--- config.mk ---
export PLATFORM = sky130hd
export DESIGN_NAME = fifo_stream_reader_flat
export DESIGN_NICKNAME = d
export VERILOG_FILES = /design/src/rtl/fifo_stream_reader_if.sv /design/src/rtl/fifo_stream_reader.sv /design/src/flat_wrapper.sv
export SDC_FILE = /design/constraint.sdc
export NUM_CORES = 1
export LEC_CHECK = 0
export ABC_AREA = 1
export BUFFER_PORTS_ARGS = -buffer_cell sky130_fd_sc_hd__buf_2
export CAP_MARGIN = 30
export CORE_MARGIN = 2
export CORE_UTILIZATION = 39
export CTS_BUF_LIST = sky130_fd_sc_hd__clkbuf_8
export DETAILED_ROUTE_END_ITERATION = 12
export GPL_TIMING_DRIVEN = 0
export MAX_ROUTING_LAYER = met4
export SYNTH_ARGS = -nofsm -noshare
export SYNTH_HDL_FRONTEND = slang
export SYNTH_SLANG_ARGS = --single-unit
export TNS_END_PERCENT = 100
--- constraint.sdc ---
create_clock -name clk -period 3.5 [get_ports clk]
set_clock_uncertainty 0.2 [all_clocks]
set_input_delay 0.525 -clock clk [delete_from_list [all_inputs] [get_ports clk]]
set_output_delay 0.525 -clock clk [all_outputs]
set_load 0.01 [all_outputs]
--- src/rtl/fifo_stream_reader_if.sv ---
`default_nettype none
// ============================================================================
// Module     : fifo_stream_reader_if
// Description: Bundles the FIFO-controller side (empty flag, read strobe,
//              read data) and the downstream valid/ready stream of the
//              FIFO stream reader.
// Revision   : 1.0 - initial release
// ============================================================================
interface fifo_stream_reader_if #(
  parameter int WIDTH = 32
);
  logic             fifo_empty;
  logic [WIDTH-1:0] fifo_rdata;
  logic             fifo_read;
  logic             out_valid;
  logic             out_ready;
  logic [WIDTH-1:0] out_data;
  logic             busy;

  // Reader side: consumes FIFO status/data and the consumer's ready.
  modport master (
    input  fifo_empty,
    input  fifo_rdata,
    input  out_ready,
    output fifo_read,
    output out_valid,
    output out_data,
    output busy
  );

  // Environment side: FIFO controller plus downstream consumer.
  modport slave (
    output fifo_empty,
    output fifo_rdata,
    output out_ready,
    input  fifo_read,
    input  out_valid,
    input  out_data,
    input  busy
  );
endinterface
`default_nettype wire

--- src/rtl/fifo_stream_reader.sv ---
`default_nettype none
// ============================================================================
// Module     : fifo_stream_reader
// Description: Read-side engine for a FIFO buffer. Issues read strobes on a
//              credit basis, captures read data one cycle later into a
//              3-entry buffer and presents it on a valid/ready stream.
//              out_ready has no combinational path to fifo_read.
// Revision   : 1.0 - initial release
// ============================================================================
module fifo_stream_reader #(
  parameter int WIDTH = 32
) (
  input  logic                   clk,
  input  logic                   reset,
  fifo_stream_reader_if.master   stream_io
);

  localparam int         DEPTH    = 3;
  localparam logic [1:0] LAST_PTR = 2'd2;
  localparam logic [2:0] CREDITS  = 3'd3;

  logic [1:0]       count_q, count_d;
  logic [1:0]       wr_ptr_q, wr_ptr_d;
  logic [1:0]       rd_ptr_q, rd_ptr_d;
  logic             inflight_q;
  logic [WIDTH-1:0] buf_q [DEPTH];

  logic [2:0]       w_credit_used;
  logic             w_read;
  logic             w_capture;
  logic             w_pop;
  logic [WIDTH-1:0] w_head;

  // Pointers cycle through 0,1,2 only.
  function automatic logic [1:0] ptr_inc(input logic [1:0] p);
    return (p == LAST_PTR) ? 2'd0 : p + 2'd1;
  endfunction

  // Credit counts buffered words plus the word still on its way, so the
  // buffer can never be over-committed; only registered state is used.
  assign w_credit_used = {1'b0, count_q} + {2'b00, inflight_q};
  assign w_read        = ~reset & ~stream_io.fifo_empty & (w_credit_used < CREDITS);
  assign w_capture     = inflight_q;
  assign w_pop         = (count_q != 2'd0) & stream_io.out_ready;

  // Next-state for pointers and occupancy.
  always_comb begin
    count_d  = count_q;
    wr_ptr_d = wr_ptr_q;
    rd_ptr_d = rd_ptr_q;
    if (w_capture) begin
      wr_ptr_d = ptr_inc(wr_ptr_q);
    end
    if (w_pop) begin
      rd_ptr_d = ptr_inc(rd_ptr_q);
    end
    if (w_capture && !w_pop) begin
      count_d = count_q + 2'd1;
    end else if (!w_capture && w_pop) begin
      count_d = count_q - 2'd1;
    end
  end

  // Control state registers; reset drops any in-flight word.
  always_ff @(posedge clk) begin
    if (reset) begin
      count_q    <= 2'd0;
      wr_ptr_q   <= 2'd0;
      rd_ptr_q   <= 2'd0;
      inflight_q <= 1'b0;
    end else begin
      count_q    <= count_d;
      wr_ptr_q   <= wr_ptr_d;
      rd_ptr_q   <= rd_ptr_d;
      inflight_q <= w_read;
    end
  end

  for (genvar i = 0; i < DEPTH; i++) begin : g_entry
    // Each entry captures read data when the write pointer selects it.
    always_ff @(posedge clk) begin
      if (reset) begin
        buf_q[i] <= '0;
      end else if (w_capture && (wr_ptr_q == 2'(i))) begin
        buf_q[i] <= stream_io.fifo_rdata;
      end
    end
  end

  // Head-of-buffer select; the unused pointer code falls back to entry 0.
  always_comb begin
    w_head = buf_q[0];
    case (rd_ptr_q)
      2'd1:    w_head = buf_q[1];
      2'd2:    w_head = buf_q[2];
      default: w_head = buf_q[0];
    endcase
  end

  assign stream_io.fifo_read = w_read;
  assign stream_io.out_valid = (count_q != 2'd0);
  assign stream_io.out_data  = w_head;
  assign stream_io.busy      = inflight_q | (count_q != 2'd0);

endmodule
`default_nettype wire

--- src/flat_wrapper.sv ---
// flat-port wrapper written by rule: the top's interface ports become plain ports
module fifo_stream_reader_flat 
#(
  parameter int WIDTH = 32
)
  (clk, reset, stream_io_fifo_empty, stream_io_fifo_rdata, stream_io_out_ready, stream_io_fifo_read, stream_io_out_valid, stream_io_out_data, stream_io_busy);
  fifo_stream_reader_if #(.WIDTH(WIDTH)) stream_io_i ();
  input  logic clk;
  input  logic reset;
  input wire logic [$bits(stream_io_i.fifo_empty)-1:0] stream_io_fifo_empty;
  input wire logic [$bits(stream_io_i.fifo_rdata)-1:0] stream_io_fifo_rdata;
  input wire logic [$bits(stream_io_i.out_ready)-1:0] stream_io_out_ready;
  output wire logic [$bits(stream_io_i.fifo_read)-1:0] stream_io_fifo_read;
  output wire logic [$bits(stream_io_i.out_valid)-1:0] stream_io_out_valid;
  output wire logic [$bits(stream_io_i.out_data)-1:0] stream_io_out_data;
  output wire logic [$bits(stream_io_i.busy)-1:0] stream_io_busy;
  assign stream_io_i.fifo_empty = stream_io_fifo_empty;
  assign stream_io_i.fifo_rdata = stream_io_fifo_rdata;
  assign stream_io_i.out_ready = stream_io_out_ready;
  assign stream_io_fifo_read = stream_io_i.fifo_read;
  assign stream_io_out_valid = stream_io_i.out_valid;
  assign stream_io_out_data = stream_io_i.out_data;
  assign stream_io_busy = stream_io_i.busy;
  fifo_stream_reader #(.WIDTH(WIDTH)) u_core (.clk(clk), .reset(reset), .stream_io(stream_io_i));
endmodule
==> results <==
- The most frequent cell on the critical path is buf_2.
- In the finished design, the share of the clock period the worst path needs comes to 0.833.
- Measured in cells, the most critical reg-to-reg path has a length of 3.
- In this run, distinct cell masters in the synthesized netlist total 21.
- The slowest stage of the critical path is the clkbuf_1 cell.
- The completed layout was analyzed and its total power is 3.15 mW.
- The clock sink count is slightly above 100.
- The critical path goes through inv_1 > ha_1 > buf_2 > clkbuf_1 > nor2_1 > a21oi_1 > buf_2.
- The initial antenna violation count was 0.
- The cell leakage power is approximately 2.3 nW.
- Summed over all layers, the global routing overflow is 0.
- The first routing iteration left 194 violations.
- The top-level I/O count is between 70 and 80.
- The diode insertion count for antenna repair is 0.
- Routability-driven placement finished with a final weighted congestion of 0.760.
- The total of cells resized after clock tree synthesis is 0.
- The via count of the first global-routing pass was roughly 3,400.
- The die is 111 um tall.
- The cell row count is 39.
- The final number of hold-violating endpoints is 0.
- The worst setup slack after placement is 0.962 ns.
- The kind of capture point of the worst setup path is an output pin.
- The initial core utilization is 0.397.
- The count of max-cap constraint violations is 0.
- The min-delay analysis places its worst path in the category in -> reg.
- The start point of the worst hold path is reset.
- In the layout the commonest cells are nor2_1 (133), edfxtp_1 (96), buf_2 (79).
- CTS built an H-tree with a depth of 3.
- The worst IR drop on VDD is 0.236 mV.
- The buffer type at the clock tree root is clkbuf_8.
- The post-route worst setup slack is 0.586 ns.
- The count of final setup violators is 0.
- The layout net count is about 560.
- The setup path with the least slack is of type reg -> out.
- Setup repair after global routing left no endpoint under its margin.
- The delay contributed by the slowest stage of the critical path is 0.44 ns.
- Entering global routing, the biggest net connects 33 pins.
- Summed over all nets, the half-perimeter wirelength after detailed placement is 6700 um.
- The wire length per cell is 16.1 um.
- The clock transition at the register clock pins on the worst setup and hold paths after CTS is 0.09 ns.
- The number of nets with antenna violations after detailed routing is 0.
- The clock buffer count from CTS is 9.
- The run finished with clean final reports.
- The core region area is 11,300 um^2.
- STA puts the critical path data arrival time at 2.19 ns.
- Synthesis handed over a netlist of 432 instances.
- For this block, the routed nets add up to 10,600 um of wire.
- The overall die width is 111 um.
- The mapped netlist covers 4490 um^2.
- The count of buffers added on input and output ports is 70.
- Counting every net in the synthesized netlist gives 475.
- The family of cells with the greatest summed delay on the critical path is buffers and inverters.
- The reg-to-reg critical path startpoint is u_core.inflight_q.
- Along the worst path, the maximum fanout reaches 10.
- The library cell used most frequently in the layout, excluding fill and tap cells, is nor2_1.
- The number of slew-limit violations in the final report came to 0.
- The critical path crosses 7 cells after its start point.
- The post-layout minimum cycle time is 2.91 ns.
- After clock tree synthesis, the setup repair step added 0 buffers.
- Compared with the post-synthesis result, the final layout area differs by 16.9%.
- The first global-routing pass estimated 16,900 um of wire.
- The remaining routing DRC violations is 0.
- The total number of vias is about 3,300.
- The data required time at the worst endpoint is approximately 2.8 ns.
- The later-pin clock latency in the skew report is between 0.3 and 0.4 ns.
- The register area share after synthesis is 0.673.
- Synthesis inferred 103 register bits.
- In this run the tightest slew margin relative to its limit is 0.385.
- The layout cell share with drive strength beyond 1 is 0.199.
- The worst setup path is launched from a flip-flop.
- The average via count per standard cell is 4.96.
- The first-pass iteration count of the detailed router is 5.
- During synthesis, Yosys emitted a total of 0 warnings.
- The number of buffer and inverter stages on the critical path is 4.
- The floorplan step defined a die boundary enclosing 12,400 um^2.
- In this run the worst setup path terminates at stream_io_out_data[16].
- The all-layer global routing usage is 0.182.
- The worst register-to-register path has a setup slack of 1.37 ns.
- Power spread over the standard cell area amounts to ~600 nW/um^2.
- The filler cell count in the final layout is approximately 1,100.
- The start point of the critical path is u_core.rd_ptr_q[0].
- The largest buffer count on any clock path is 2.
- The capturing point of the worst reg2reg path is u_core.buf_q[2][17].
- The clock tree from TritonCTS is done.
- The mean instance size in the synthesized netlist is 10.4 um^2.
- The count of hold-fix buffers inserted at cts is 0.
- For the pin with the worst max-slew slack, the measured transition is 0.922 ns.
- The timing-limited maximum frequency is 343 MHz.
cell usage after synthesis:
master	instances	share of area
a21boi_0	2	0.0033
a21oi_1	65	0.072
buf_2	9	0.010
buf_4	1	0.0017
buf_6	3	0.0075
clkbuf_1	9	0.0075
dfxtp_1	7	0.031
edfxtp_1	96	0.64
ha_1	7	0.020
inv_1	44	0.037
inv_2	1	0.00084
nand2_1	39	0.033
nand2_2	1	0.0014
nand3_1	2	0.0022
nand4_1	2	0.0028
nor2_1	133	0.11
nor3_1	1	0.0011
nor3_2	2	0.0045
o21ai_0	3	0.0033
o31ai_1	3	0.0050
or2_2	2	0.0028
flip-flops by register name, summed over array words and instances (netlist names):
name / flops
u_core.wr_ptr_q: 2
u_core.count_q: 2
u_core.rd_ptr_q: 2
u_core.inflight_q: 1
u_core.buf_q: 96
power by group:
group / internal (mW) / switching (mW)
logic: 0.313 / 0.589
clock network: 0.392 / 0.394
registers: 1.43 / 0.0323
total: 2.14 / 1.02
routing by layer:
metal  vias to the layer above  wire length (um)  GRT usage
met5                         -                 0          -
met4                         0               189     0.0741
met3                        15               473     0.0262
met2                        93              5170      0.294
met1                      1583              4770      0.233
li1                       1585                 -          -
worst min path at each step:
stage / slack [ns] / to / cells after the start
finish: 0.20 / u_core.wr_ptr_q[1] / 2
global route: 0.22 / u_core.wr_ptr_q[1] / 2
CTS: 0.21 / u_core.wr_ptr_q[1] / 2
detailed placement: 0.30 / u_core.count_q[0] / 1
global placement: 0.29 / u_core.count_q[0] / 1
floorplan: 0.26 / u_core.count_q[0] / 1
metrics by stage:
step / std cells / setup TNS [ns] / hold WS, ns / util / instance area [um^2]
final: 660 / 0 / 0.205 / 0.464 / 5250
after floorplan: 432 / 0 / 0.258 / - / 4490
after CTS: 660 / 0 / 0.208 / 0.464 / 5250
after detailed placement: 646 / 0 / 0.298 / 0.446 / 5050
after global routing: 660 / 0 / 0.225 / 0.464 / 5250
after global placement: 645 / -3.94 / 0.291 / 0.444 / 5020
worst register-to-register path, cell delays in order, from the launching register on:
cell	delay, ns
dfxtp_1	0.44
inv_2	0.11
o31ai_4	0.80
buf_8	0.28
final cells by class:
| class | count | area [um^2] | area share |
|---|---|---|---|
| buffer | 22 | 120 | 0.0229 |
| clock buffer | 9 | 124 | 0.0236 |
| clock inverter | 5 | 76.3 | 0.0145 |
| inverter | 45 | 169 | 0.0322 |
| multi-input combinational | 262 | 1190 | 0.227 |
| sequential | 103 | 3020 | 0.576 |
| tap | 143 | 179 | 0.0341 |
| timing repair buffer | 71 | 365 | 0.0696 |
logic make-up (layout without fill, tap and decap cells):
logic type,Yosys count,after routing,synth area share
flip-flops,103,103,0.673
AND/OR/NAND/NOR,182,182,0.159
buffers and inverters,67,152,0.0644
adder cells (fa/ha/maj),7,7,0.0195
AO/OA/AOI/OAI,73,73,0.0842
(Power assumes the default switching activity.)
